==> src/rtl/vga_pkg.sv <==
// rtl/vga_pkg.sv - VGA 640x480 timing constants, pixel format and fetch FSM state type
package vga_pkg;

  // Horizontal timing in pixel clocks
  localparam int VGA_H_VISIBLE = 640;
  localparam int VGA_H_FRONT   = 16;
  localparam int VGA_H_SYNC    = 96;
  localparam int VGA_H_BACK    = 48;
  localparam int VGA_H_TOTAL   = VGA_H_VISIBLE + VGA_H_FRONT + VGA_H_SYNC + VGA_H_BACK;

  // Vertical timing in lines
  localparam int VGA_V_VISIBLE = 480;
  localparam int VGA_V_FRONT   = 10;
  localparam int VGA_V_SYNC    = 2;
  localparam int VGA_V_BACK    = 33;
  localparam int VGA_V_TOTAL   = VGA_V_VISIBLE + VGA_V_FRONT + VGA_V_SYNC + VGA_V_BACK;

  // Packed RGB 4:4:4 pixel, red in the top nibble
  localparam int VGA_PIX_W = 12;
  localparam int VGA_R_LSB = 8;
  localparam int VGA_G_LSB = 4;
  localparam int VGA_B_LSB = 0;

  typedef enum logic {
    FETCH_IDLE = 1'b0,
    FETCH_REQ  = 1'b1
  } fetch_state_t;

endpackage

==> src/rtl/sync_fifo.sv <==
// rtl/sync_fifo.sv - single-clock FIFO with flush; read data registered, zero when nothing popped
module sync_fifo #(
  parameter int WIDTH = 12,
  parameter int DEPTH = 16
) (
  input  logic                     clk,
  input  logic                     reset,
  input  logic                     flush,
  input  logic                     push,
  input  logic [WIDTH-1:0]         push_data,
  input  logic                     pop,
  output logic [WIDTH-1:0]         pop_data,
  output logic                     empty,
  output logic                     full,
  output logic [$clog2(DEPTH):0]   count
);

  localparam int AW = $clog2(DEPTH);

  logic [WIDTH-1:0] mem [DEPTH];
  logic [AW-1:0]    wr_ptr;
  logic [AW-1:0]    rd_ptr;
  logic             do_push;
  logic             do_pop;

  // Flush beats both push and pop; a pop on empty reads nothing (no bypass from a same-cycle push)
  assign empty   = (count == '0);
  assign full    = (count == (AW+1)'(DEPTH));
  assign do_push = push && !full && !flush;
  assign do_pop  = pop && !empty && !flush;

  // Storage array, written only on an accepted push
  always_ff @(posedge clk) begin
    if (do_push) begin
      mem[wr_ptr] <= push_data;
    end
  end

  // Pointers wrap modulo DEPTH; count tracks occupancy so full and empty are unambiguous
  always_ff @(posedge clk) begin
    if (reset || flush) begin
      wr_ptr <= '0;
      rd_ptr <= '0;
      count  <= '0;
    end else begin
      if (do_push) wr_ptr <= wr_ptr + AW'(1);
      if (do_pop)  rd_ptr <= rd_ptr + AW'(1);
      count <= count + (AW+1)'(do_push) - (AW+1)'(do_pop);
    end
  end

  // Registered read port: the popped word appears next cycle, otherwise zero
  always_ff @(posedge clk) begin
    if (reset) begin
      pop_data <= '0;
    end else begin
      pop_data <= do_pop ? mem[rd_ptr] : '0;
    end
  end

endmodule

==> src/rtl/vga_pixel_fetch.sv <==
// rtl/vga_pixel_fetch.sv - frame-buffer prefetch into a FIFO and registered RGB/DE output to the DAC
module vga_pixel_fetch
  import vga_pkg::*;
#(
  parameter int H_VISIBLE  = VGA_H_VISIBLE,
  parameter int V_VISIBLE  = VGA_V_VISIBLE,
  parameter int ADDR_W     = 19,
  parameter int PIX_W      = VGA_PIX_W,
  parameter int FIFO_DEPTH = 16
) (
  input  logic              clk,
  input  logic              reset,
  input  logic              hblank,
  input  logic              vblank,
  output logic              mem_req,
  output logic [ADDR_W-1:0] mem_addr,
  input  logic              mem_ack,
  input  logic [PIX_W-1:0]  mem_data,
  output logic [PIX_W-1:0]  rgb,
  output logic              pix_de,
  output logic              underflow
);

  localparam int FAW         = $clog2(FIFO_DEPTH);
  localparam int FRAME_WORDS = H_VISIBLE * V_VISIBLE;

  fetch_state_t     state;
  fetch_state_t     state_next;
  logic             vblank_q;
  logic             frame_start;
  logic             active;
  logic             pending;
  logic             discard;
  logic             room;
  logic             more;
  logic             push;
  logic             empty;
  logic             full;
  logic [FAW:0]     count;
  logic [ADDR_W:0]  fetch_addr;

  // fetch_addr carries one extra bit so it can reach FRAME_WORDS even when that equals 2^ADDR_W
  assign frame_start = vblank && !vblank_q;
  assign active      = !hblank && !vblank;
  assign pending     = (state == FETCH_REQ);
  assign room        = !full && (({1'b0, count} + (FAW+2)'(pending)) < (FAW+2)'(FIFO_DEPTH));
  assign more        = fetch_addr < (ADDR_W+1)'(FRAME_WORDS);

  sync_fifo #(
    .WIDTH (PIX_W),
    .DEPTH (FIFO_DEPTH)
  ) u_fifo (
    .clk       (clk),
    .reset     (reset),
    .flush     (frame_start),
    .push      (push),
    .push_data (mem_data),
    .pop       (active),
    .pop_data  (rgb),
    .empty     (empty),
    .full      (full),
    .count     (count)
  );

  // Fetch FSM state register
  always_ff @(posedge clk) begin
    if (reset) begin
      state <= FETCH_IDLE;
    end else begin
      state <= state_next;
    end
  end

  // Fetch FSM: one request in flight; no new request launched on the frame-start cycle itself
  always_comb begin
    state_next = state;
    mem_req    = 1'b0;
    push       = 1'b0;
    case (state)
      FETCH_IDLE: begin
        if (!frame_start && room && more) begin
          state_next = FETCH_REQ;
        end
      end
      FETCH_REQ: begin
        mem_req = 1'b1;
        if (mem_ack) begin
          state_next = FETCH_IDLE;
          push       = !discard && !frame_start;
        end
      end
      default: state_next = FETCH_IDLE;
    endcase
  end

  // Address counter, frame-start edge detect and in-flight discard marker
  always_ff @(posedge clk) begin
    if (reset) begin
      vblank_q   <= 1'b1;
      fetch_addr <= '0;
      mem_addr   <= '0;
      discard    <= 1'b0;
    end else begin
      vblank_q <= vblank;
      if (frame_start) begin
        fetch_addr <= '0;
        discard    <= pending && !mem_ack;
      end else if (pending && mem_ack) begin
        if (!discard) begin
          fetch_addr <= fetch_addr + (ADDR_W+1)'(1);
        end
        discard <= 1'b0;
      end
      if (state == FETCH_IDLE && state_next == FETCH_REQ) begin
        mem_addr <= fetch_addr[ADDR_W-1:0];
      end
    end
  end

  // Data-enable pipeline stage and per-frame sticky underflow
  always_ff @(posedge clk) begin
    if (reset) begin
      pix_de    <= 1'b0;
      underflow <= 1'b0;
    end else begin
      pix_de <= active;
      if (frame_start) begin
        underflow <= 1'b0;
      end else if (active && empty) begin
        underflow <= 1'b1;
      end
    end
  end

endmodule

==> config.mk <==
export PLATFORM = sky130hd
export DESIGN_NAME = vga_pixel_fetch
export DESIGN_NICKNAME = d
export VERILOG_FILES = /design/src/rtl/vga_pkg.sv /design/src/rtl/sync_fifo.sv /design/src/rtl/vga_pixel_fetch.sv
export SDC_FILE = /design/constraint.sdc
export NUM_CORES = 1
export LEC_CHECK = 0
export CAP_MARGIN = 20
export CORE_UTILIZATION = 39
export CTS_BUF_LIST = sky130_fd_sc_hd__clkbuf_8
export DETAILED_ROUTE_END_ITERATION = 10
export PLACE_DENSITY = 0.58
export SLEW_MARGIN = 10
export SYNTH_ARGS = -nofsm -noshare
export SYNTH_HDL_FRONTEND = slang
export SYNTH_SLANG_ARGS = --single-unit
==> constraint.sdc <==
create_clock -name clk -period 5.9 [get_ports clk]
set_clock_uncertainty 0.1 [all_clocks]
set_input_delay 1.77 -clock clk [delete_from_list [all_inputs] [get_ports clk]]
set_output_delay 1.77 -clock clk [all_outputs]
set_load 0.02 [all_outputs]
==> metrics.txt <==
# TYPE chip_impl_metric gauge
chip_impl_metric{name="global_route.overflow_total",unit=""} 0
chip_impl_metric{name="grt_start_max_net_pins",unit=""} 52
chip_impl_metric{name="post-route-period-util",unit=""} 0.6780
chip_impl_info{name="outcome",value="completed"} 1
chip_impl_metric{name="ys_ff_latch",unit=""} 261
chip_impl_metric{name="post_cts_buffers",unit=""} 0
chip_impl_info{name="holdCritPathClass",value="reg -> reg"} 1
chip_impl_metric{name="setup-tns-final",unit="ps"} 0
chip_impl_metric{name="cap_violations",unit=""} 0
chip_impl_metric{name="number_of_distinct_library_cells_after_synthesis",unit=""} 49
chip_impl_info{name="synth_most_common_cell",value="sky130_fd_sc_hd__edfxtp_1"} 1
chip_impl_metric{name="design.die.area",unit="mm^2"} 0.02671
chip_impl_metric{name="core_area",unit="mm^2"} 0.02540
chip_impl_metric{name="crit_arrival",unit="ps"} 4050
chip_impl_metric{name="first_global_vias",unit=""} 5911
chip_impl_metric{name="critical_path.max_fanout",unit=""} 12
chip_impl_metric{name="tritoncts.num_buffers",unit=""} 44
chip_impl_metric{name="finalInstanceArea",unit="mm^2"} 0.01199
chip_impl_metric{name="final-setup-viol-count",unit=""} 0
chip_impl_metric{name="post_synth.cell_area_avg",unit="um^2"} 16.29
chip_impl_metric{name="num_vias",unit=""} 5587
chip_impl_info{name="path_class",value="in -> reg"} 1
chip_impl_metric{name="grt_pass1_wl",unit="mm"} 33.12
chip_impl_metric{name="insertion_delay",unit="ps"} 540
chip_impl_metric{name="fin_worst_hold_slack",unit="ps"} 359.3
chip_impl_info{name="cts_root_buf",value="sky130_fd_sc_hd__clkbuf_8"} 1
chip_impl_metric{name="start_util",unit=""} 0.4001
chip_impl_metric{name="vdd_drop_max",unit="mV"} 0.2704
chip_impl_metric{name="synthesis.nets",unit=""} 655
chip_impl_metric{name="layout_min_cycle_time",unit="ps"} 4000
chip_impl_metric{name="synthesis.instances",unit=""} 624
chip_impl_metric{name="number_of_enable_type_register_cells_in_the_synthesized_netlist",unit=""} 192
chip_impl_info{name="grt_setup_unrepaired",value="no"} 1
chip_impl_metric{name="synth_top_cell_area_share",unit=""} 0.5673
chip_impl_metric{name="slew-limit-headroom",unit=""} 0.3089
chip_impl_metric{name="antennaDiodeCount",unit=""} 0
chip_impl_metric{name="achievable_frequency",unit="MHz"} 250.0
chip_impl_metric{name="leakagePower",unit="nW"} 3.939
chip_impl_metric{name="floorplan.die.height",unit="um"} 163.4
chip_impl_metric{name="fin_cells",unit=""} 1074
chip_impl_metric{name="final-max-slew-violation-count",unit=""} 0
chip_impl_metric{name="numPortBuffers",unit=""} 50
chip_impl_metric{name="ys_warn_count",unit=""} 0
chip_impl_metric{name="floorplan.rows",unit=""} 58
chip_impl_metric{name="yosysSeqAreaShare",unit=""} 0.7033
chip_impl_metric{name="timing.critical_path.required",unit="ps"} 5950
chip_impl_metric{name="finalPower",unit="mW"} 4.030
chip_impl_metric{name="pwr_density_cell",unit="mW/mm^2"} 336.2
chip_impl_metric{name="die_x",unit="um"} 163.4
chip_impl_metric{name="grt_use_total",unit=""} 0.1662
chip_impl_metric{name="layout-area-overhead-vs-synth",unit="%"} 17.96
chip_impl_metric{name="grt_antenna_before_repair",unit=""} 0
chip_impl_metric{name="clk_path_buf_depth",unit=""} 3
chip_impl_metric{name="route.detailed.wl_per_inst",unit="um"} 20.00
chip_impl_metric{name="detail_route.first_pass.iterations",unit=""} 5
chip_impl_metric{name="detail_route.iter0.violations",unit=""} 316
chip_impl_metric{name="antenna_left",unit=""} 0
chip_impl_metric{name="h-tree-depth",unit=""} 2
chip_impl_info{name="cts_tree",value="built"} 1
chip_impl_metric{name="detail_route.vias_per_cell",unit=""} 5.202
chip_impl_metric{name="ios",unit=""} 51
chip_impl_metric{name="post_dp_cell_area",unit="mm^2"} 0.01109
chip_impl_metric{name="post-place-cells",unit=""} 989
chip_impl_metric{name="post_route_cells_drive_above_1_share",unit=""} 0.1868
chip_impl_metric{name="cts_repair_resize_count",unit=""} 0
chip_impl_metric{name="netlist_area_pre_place",unit="mm^2"} 0.01016
chip_impl_info{name="worstSetupEndpointType",value="flop"} 1
chip_impl_metric{name="finish.net_count",unit=""} 739
chip_impl_metric{name="finalWirelength",unit="mm"} 21.48
chip_impl_info{name="synth_commonest_cells",value="192 x sky130_fd_sc_hd__edfxtp_1, 69 x sky130_fd_sc_hd__dfxtp_1, 62 x sky130_fd_sc_hd__nand2_1, 48 x sky130_fd_sc_hd__mux4_2, 38 x sky130_fd_sc_hd__nor2_1"} 1
chip_impl_metric{name="place_hpwl",unit="mm"} 13.38
chip_impl_metric{name="cts_hold_buf",unit=""} 0
chip_impl_metric{name="worst-slew-pin-transition",unit="ps"} 1031
chip_impl_metric{name="remaining_drc_errors",unit=""} 0
chip_impl_info{name="worstSetupStartpointType",value="primary input"} 1
chip_impl_metric{name="clock-sinks",unit=""} 261
chip_impl_info{name="netlist_top_cells_area",value="sky130_fd_sc_hd__edfxtp_1 57%, sky130_fd_sc_hd__dfxtp_1 14%, sky130_fd_sc_hd__mux4_2 11%"} 1
chip_impl_metric{name="clkSlewWorstSetupHoldPaths",unit="ps"} 60
chip_impl_metric{name="final-hold-violation-count",unit=""} 0
chip_impl_metric{name="gp_congestion",unit=""} 0.7844
chip_impl_metric{name="asyncSetResetFlopFracSynth",unit=""} 0
chip_impl_info{name="yosys.area.top_type",value="sky130_fd_sc_hd__edfxtp_1"} 1
chip_impl_info{name="ys_dominant_reg_cell",value="sky130_fd_sc_hd__edfxtp_1"} 1
-- cell usage in the layout, fill, tap and decap left out, types with 3 or more instances in the layout --
cell and instances:
sky130_fd_sc_hd__a21oi_1 16, sky130_fd_sc_hd__a22oi_1 24, sky130_fd_sc_hd__and4_1 3, sky130_fd_sc_hd__buf_4 16
sky130_fd_sc_hd__clkbuf_8 45, sky130_fd_sc_hd__clkdlybuf4s50_1 50, sky130_fd_sc_hd__clkinv_1 18, sky130_fd_sc_hd__clkinv_2 4
sky130_fd_sc_hd__dfxtp_1 67, sky130_fd_sc_hd__edfxtp_1 192, sky130_fd_sc_hd__ha_1 13, sky130_fd_sc_hd__inv_1 21
sky130_fd_sc_hd__mux2i_1 19, sky130_fd_sc_hd__mux4_2 48, sky130_fd_sc_hd__nand2_1 62, sky130_fd_sc_hd__nand2b_1 4
sky130_fd_sc_hd__nand3_1 9, sky130_fd_sc_hd__nand4_1 5, sky130_fd_sc_hd__nor2_1 38, sky130_fd_sc_hd__nor3_1 5
sky130_fd_sc_hd__nor3_2 4, sky130_fd_sc_hd__nor4_1 4, sky130_fd_sc_hd__o21ai_0 3, sky130_fd_sc_hd__o31ai_1 8
sky130_fd_sc_hd__or3_1 3, sky130_fd_sc_hd__or4_1 8, sky130_fd_sc_hd__xnor2_1 9, sky130_fd_sc_hd__xor2_1 8
-- critical path, stage by stage --
cell                              delay [ps]
sky130_fd_sc_hd__clkdlybuf4s50_1         500
sky130_fd_sc_hd__nor2b_1                 240
sky130_fd_sc_hd__nor3_1                  490
sky130_fd_sc_hd__nand2_1                 260
sky130_fd_sc_hd__nor3_2                  780
-- where the power goes --
part           total (mW)  leakage, nW  switching, mW  internal (mW)
registers            2.05         2.29         0.0435           2.01
clock network        1.53        0.454          0.722          0.805
logic               0.451         1.20          0.224          0.227
total                4.03         3.94          0.989           3.04
-- registers in the layout, summed over array words and instances (netlist names) --
register         count
u_fifo.mem         192
vblank_q             1
u_fifo.count         5
pending              1
u_fifo.pop_data     12
mem_addr            19
underflow            1
u_fifo.wr_ptr        4
discard              1
u_fifo.rd_ptr        4
pix_de               1
fetch_addr          20
-- final timing paths --
kind / from / endpoint / slack (ps) / cells after the start
min reg2reg: mem_addr[12] / mem_addr[12] / 360 / 2
max reg2reg: u_fifo.count[2] / u_fifo.count[4] / 2820 / 13
max: vblank / u_fifo.mem[2][8] / 1900 / 5
min: mem_addr[12] / mem_addr[12] / 360 / 2
-- layout make-up --
| cell class | instances | area [um^2] |
|---|---|---|
| clock buffer | 45 | 619.3 |
| multi-input combinational | 320 | 2855 |
| timing repair buffer | 69 | 686.9 |
| sequential | 261 | 7152 |
| inverter | 12 | 45.04 |
| clock inverter | 37 | 216.5 |
| fill | 2214 | 13410 |
| tap | 330 | 412.9 |
-- cells by family after synthesis --
family          after synthesis  synth area share
xor+xnor                     17           0.01465
buf+inv                      43           0.01871
compound gates               57           0.03743
simple gates                165           0.08286
mux                          67            0.1251
flops                       261            0.7033
fa+ha+maj                    14           0.01798
-- through the flow --
stage          worst slack, ps  utilization
2_1_floorplan             1941            -
5_1_grt                   1644       0.4720
4_1_cts                   1769       0.4694
3_3_place_gp              1302       0.4365
3_5_place_dp              1205       0.4365
6_report                  1900       0.4720
-- layer usage --
metal	part of all wire	GRT usage	wire, um	up-vias
li1	-	-	-	2596
met1	0.42	0.2093	8999	2805
met2	0.51	0.2841	10950	146
met3	0.049	0.03073	1043	40
met4	0.022	0.06202	481	0
met5	0	0	0	-
Note: power is estimated with default switching activity, not from simulation.
==> variant 1: new RTL, config.mk and constraints unchanged <==
Reset style: asynchronous (`reset`), changed in 4 clocked blocks.
--- a/src/rtl/sync_fifo.sv
+++ b/src/rtl/sync_fifo.sv
@@ -52,3 +52,3 @@
   // Registered read port: the popped word appears next cycle, otherwise zero
-  always_ff @(posedge clk) begin
+  always_ff @(posedge clk or posedge reset) begin
     if (reset) begin
--- a/src/rtl/vga_pixel_fetch.sv
+++ b/src/rtl/vga_pixel_fetch.sv
@@ -65,3 +65,3 @@
   // Fetch FSM state register
-  always_ff @(posedge clk) begin
+  always_ff @(posedge clk or posedge reset) begin
     if (reset) begin
@@ -96,3 +96,3 @@
   // Address counter, frame-start edge detect and in-flight discard marker
-  always_ff @(posedge clk) begin
+  always_ff @(posedge clk or posedge reset) begin
     if (reset) begin
@@ -120,3 +120,3 @@
   // Data-enable pipeline stage and per-frame sticky underflow
-  always_ff @(posedge clk) begin
+  always_ff @(posedge clk or posedge reset) begin
     if (reset) begin
Behaviour: differs if reset is asserted again (counterexample within 4 cycles, from zero or initial values and one cycle with reset high); with reset held inactive, the same outputs for 4 cycles.
==> variant 1 against the unedited design <==
The run now ends with design-rule violations left. Critical endpoint is now u_fifo.count[4]. Global-route usage shrank 0.71 points. Area after synthesis is 3.8% higher. Power increased by 7.2%. Combinational power increased by 27%. First-iteration DRC count increased by 8.9%. Cell area up 2.5%. Sequential cell count up 4. Non-clock buffer count is 13 lower. Sequential share of layout area up 1.5 points. Setup slack worse by 140 ps. Routed wire length fell by 1.7%. Fmax shrank 3.5%. Register-to-register slack got worse by 280 ps.
==> variant 1: results (changes against the unedited design) <==
.. list-table::
   :header-rows: 1

   * - Metric
     - Value
   * - Final cycle utilization of the critical path
     - 70.2% (+2.4 points)
   * - Vias per cell
     - 5.26 (+1.2%)
   * - Overall routing resource usage
     - 15.9% (-0.71 points)
   * - Cell depth of the worst hold path
     - 1 (-1)
   * - Via count of the first global-routing pass
     - 5834 (-1.3%)
   * - Result of the run
     - finished with violations
   * - Cell with the largest stage delay on the worst path
     - sky130_fd_sc_hd__nand2b_1
   * - Area contributors post-synth
     - sky130_fd_sc_hd__edfxtp_1, sky130_fd_sc_hd__dfrtp_1, sky130_fd_sc_hd__mux4_2, sky130_fd_sc_hd__dfxtp_1, sky130_fd_sc_hd__a211oi_1
   * - Worst Path Max Fanout
     - 17 (+5)
   * - Worst Min Path Start
     - mem_addr[18]
   * - Detailed-route wire length per cell
     - 20.2 um (+1.2%)
   * - Proportion of register bits with asynchronous set or reset after synthesis
     - 21.1% (+21 points)
   * - Synthesized-area fraction occupied by ao, oa, aoi and oai cells
     - 3.94% (+0.19 points)
   * - Number of cells after detailed placement
     - 959 (-3.0%)
   * - Final routed wirelength across all metal layers
     - 21100 um (-1.7%)
   * - Sw Share
     - 25.3% (+0.73 points)
   * - Mapped Nets
     - 624 (-4.7%)
   * - Gate count of the mapped netlist
     - 593 (-5.0%)
   * - RePlAce Congestion
     - 0.764 (-2.5%)
   * - Failing checks
     - design-rule violations
   * - Routed met1 length
     - 8940 um (-0.69%)
   * - Initial DRC Count
     - 344 (+8.9%)
   * - FF-to-FF setup slack
     - 2540 ps (-280 ps)
   * - Routed met2 length
     - 10700 um (-2.4%)
   * - Die Area
     - 27700 um^2 (+3.8%)
   * - Sequential power
     - 2140 uW (+4%)
   * - Detailed-router iteration count before antenna repair
     - 10 (+5)
   * - Number of clock buffers inserted by TritonCTS
     - 45 (+2.3%)
   * - Leak Pwr
     - 0.00433 uW (+9.8%)
   * - Fillers
     - 2245 (+1.4%)
   * - Fraction of synthesized cell area in xor and xnor cells
     - 1.33% (-0.14 points)
   * - GR Util met2
     - 26.9% (-1.5 points)
   * - Post-placement worst setup slack
     - 1190 ps (-17.7 ps)
   * - Detailed-route DRC error count
     - 5 (+5)
   * - Endpoint of the worst hold path
     - mem_addr[18]
==> variant 1: cell count changes in the layout (fill, tap and decap cells not counted), moves of 14 or more <==
cell,change
sky130_fd_sc_hd__dfrtp_1,+55
sky130_fd_sc_hd__clkinv_1,-16
sky130_fd_sc_hd__a22oi_1,-24
sky130_fd_sc_hd__inv_1,+15
sky130_fd_sc_hd__nor2_1,-14
sky130_fd_sc_hd__nand2_1,-48
sky130_fd_sc_hd__a211oi_1,+23
sky130_fd_sc_hd__dfxtp_1,-53
==> variant 1: final cells by class <==
| class | count | area share [%] |
|---|---|---|
| Sequential cell | 265 | 61.1 |
| Multi-Input combinational cell | 289 | 23.2 |
| Clock buffer | 54 | 6.05 |
| Timing Repair Buffer | 56 | 4.44 |
| Tap cell | 335 | 3.41 |
| Clock inverter | 30 | 1.34 |
| Inverter | 14 | 0.428 |
==> variant 1: cell families after synthesis <==
group	count (synthesis)
flops	265
simple gates	120
mux	78
compound gates	61
buf+inv	39
xor+xnor	16
fa+ha+maj	14
==> variant 2: new RTL, same flow settings <==
Without the edit above. Set the parameter `ADDR_W` to 21 (it was 19).
--- a/src/rtl/vga_pixel_fetch.sv
+++ b/src/rtl/vga_pixel_fetch.sv
@@ -6,3 +6,3 @@
   parameter int V_VISIBLE  = VGA_V_VISIBLE,
-  parameter int ADDR_W     = 19,
+  parameter int ADDR_W     = 21,
   parameter int PIX_W      = VGA_PIX_W,
Interface: changed (resized mem_addr); port bits go from 51 to 53. No check against the original RTL was run, so the function may have changed too.
==> variant 2 against the unedited design <==
Routed wire length down 2.3%. Highest routed layer unchanged. Via count increased by 2.2%. Cell area grew 1.6%. Setup slack worse by 250 ps. Sequential cell count rose by 4. Global-route usage fell by 0.54 points. Power shrank 3.2%. Area after synthesis grew 2.2%.
==> variant 2: results (changes against the unedited design) <==
.. list-table::
   :header-rows: 1

   * - Metric
     - Value
   * - Average cell area after synthesis
     - 16.3 um^2 (about the same)
   * - Portion of the post-synthesis area used by sequential elements
     - 69.6% (-0.74 points)
   * - Via count of the first global-routing pass
     - 5915 (+0.068%)
   * - FF-to-FF setup slack
     - 2930 ps (+110 ps)
   * - Area taken by multi-input logic gates
     - 3010 um^2 (+5.3%)
   * - Non-Clock Inverter Count
     - 13 (+1)
   * - Multi-input combinational cell count
     - 326 (+1.9%)
   * - Result of the run
     - completed
   * - Total met3 wirelength after detailed routing
     - 1130 um (+8.6%)
   * - Cell count of the worst reg-to-reg path
     - 11 (-2)
   * - Cell with the largest stage delay on the worst path
     - sky130_fd_sc_hd__or4b_2
   * - Overall routing resource usage
     - 16.1% (-0.54 points)
   * - Critical path capture point
     - u_fifo.mem[3][11]
   * - Input/output buffers
     - 52 (+4.0%)
   * - Area fraction of clock buffers and clock inverters
     - 6.24% (-0.74 points)
   * - Adder-Cell Fraction of Synth Area
     - 1.64% (-0.16 points)
   * - First-pass GRT wire length
     - 32900 um (-0.69%)
   * - Yosys reg bits
     - 265 (+1.5%)
   * - Routed met1 length
     - 9560 um (+6.3%)
   * - Mapped Nets
     - 668 (+2.0%)
   * - Met1 routing resource usage after global routing
     - 22.4% (+1.5 points)
   * - Total via count in the routed design
     - 5711 (+2.2%)
   * - Slew of the pin with the lowest slew margin
     - 1030 ps (+1.06 ps)
   * - Fillers
     - 2224 (+0.45%)
   * - Fraction of standard cell area that is sequential
     - 59.4% (-0.28 points)
   * - Portion of the layout cell area used by non-clock buffers
     - 5.86% (+0.13 points)
   * - Most used standard cells in the synthesized netlist
     - sky130_fd_sc_hd__edfxtp_1, sky130_fd_sc_hd__dfxtp_1, sky130_fd_sc_hd__mux4_2
   * - GR Util met2
     - 24.8% (-3.6 points)
   * - Routed met2 length
     - 9780 um (-11%)
   * - Initial DRC Count
     - 455 (+44%)
   * - Leak Pwr
     - 0.00397 uW (+0.82%)
   * - Number of cells after detailed placement
     - 1012 (+2.3%)
   * - Registers with the most flip-flops
     - u_fifo.mem: 192 flops, fetch_addr: 22 flops, mem_addr: 21 flops
   * - Number of distinct standard cells referenced by the synthesized netlist
     - 47 (-4.1%)
   * - Multiplexer share of the synthesized area
     - 12.2% (-0.27 points)
   * - Startpoint of the most critical setup path
     - mem_ack
   * - Grt met3 use
     - 3.20% (+0.12 points)
   * - Worst supply voltage drop on vdd
     - 137 uV (-49%)
   * - Worst stage delay on the critical path
     - 810 ps (+30 ps)
   * - Area of placed instances
     - 11400 um^2 (+2.7%)
   * - Synthesized-area fraction occupied by ao, oa, aoi and oai cells
     - 4.13% (+0.39 points)
## variant 2: worst max-delay path: cells and delay by family
kind	cells	cell delay (ps)
simple gates	3	1930
buf+inv	1	580
## variant 2: worst min path at each step
| stage | endpoint | slack, ps | depth (start not counted) |
|---|---|---|---|
| 2_1_floorplan | fetch_addr[21] | 350 | 2 |
| 6_report | mem_addr[17] | 370 | 2 |
| 3_3_place_gp | fetch_addr[21] | 360 | 2 |
| 3_5_place_dp | mem_addr[17] | 360 | 2 |
| 4_1_cts | mem_addr[17] | 380 | 2 |
| 5_1_grt | mem_addr[20] | 380 | 1 |
## variant 2: per-stage QoR
step	utilization (%)	setup slack (ps)	total power [uW]
after global placement	43.7	1210	2530
after detailed placement	43.7	1090	2540
after global routing	46.7	1470	4080
after floorplan	-	1750	2410
after CTS	46.6	1670	3950
final	46.7	1650	3900
## variant 2: report_power, final
part           internal [uW]  leakage [uW]  switching (uW)
clock                    710      0.000445             689
sequential              2030       0.00232            42.9
combinational            213       0.00121             213
total                   2960       0.00397             945
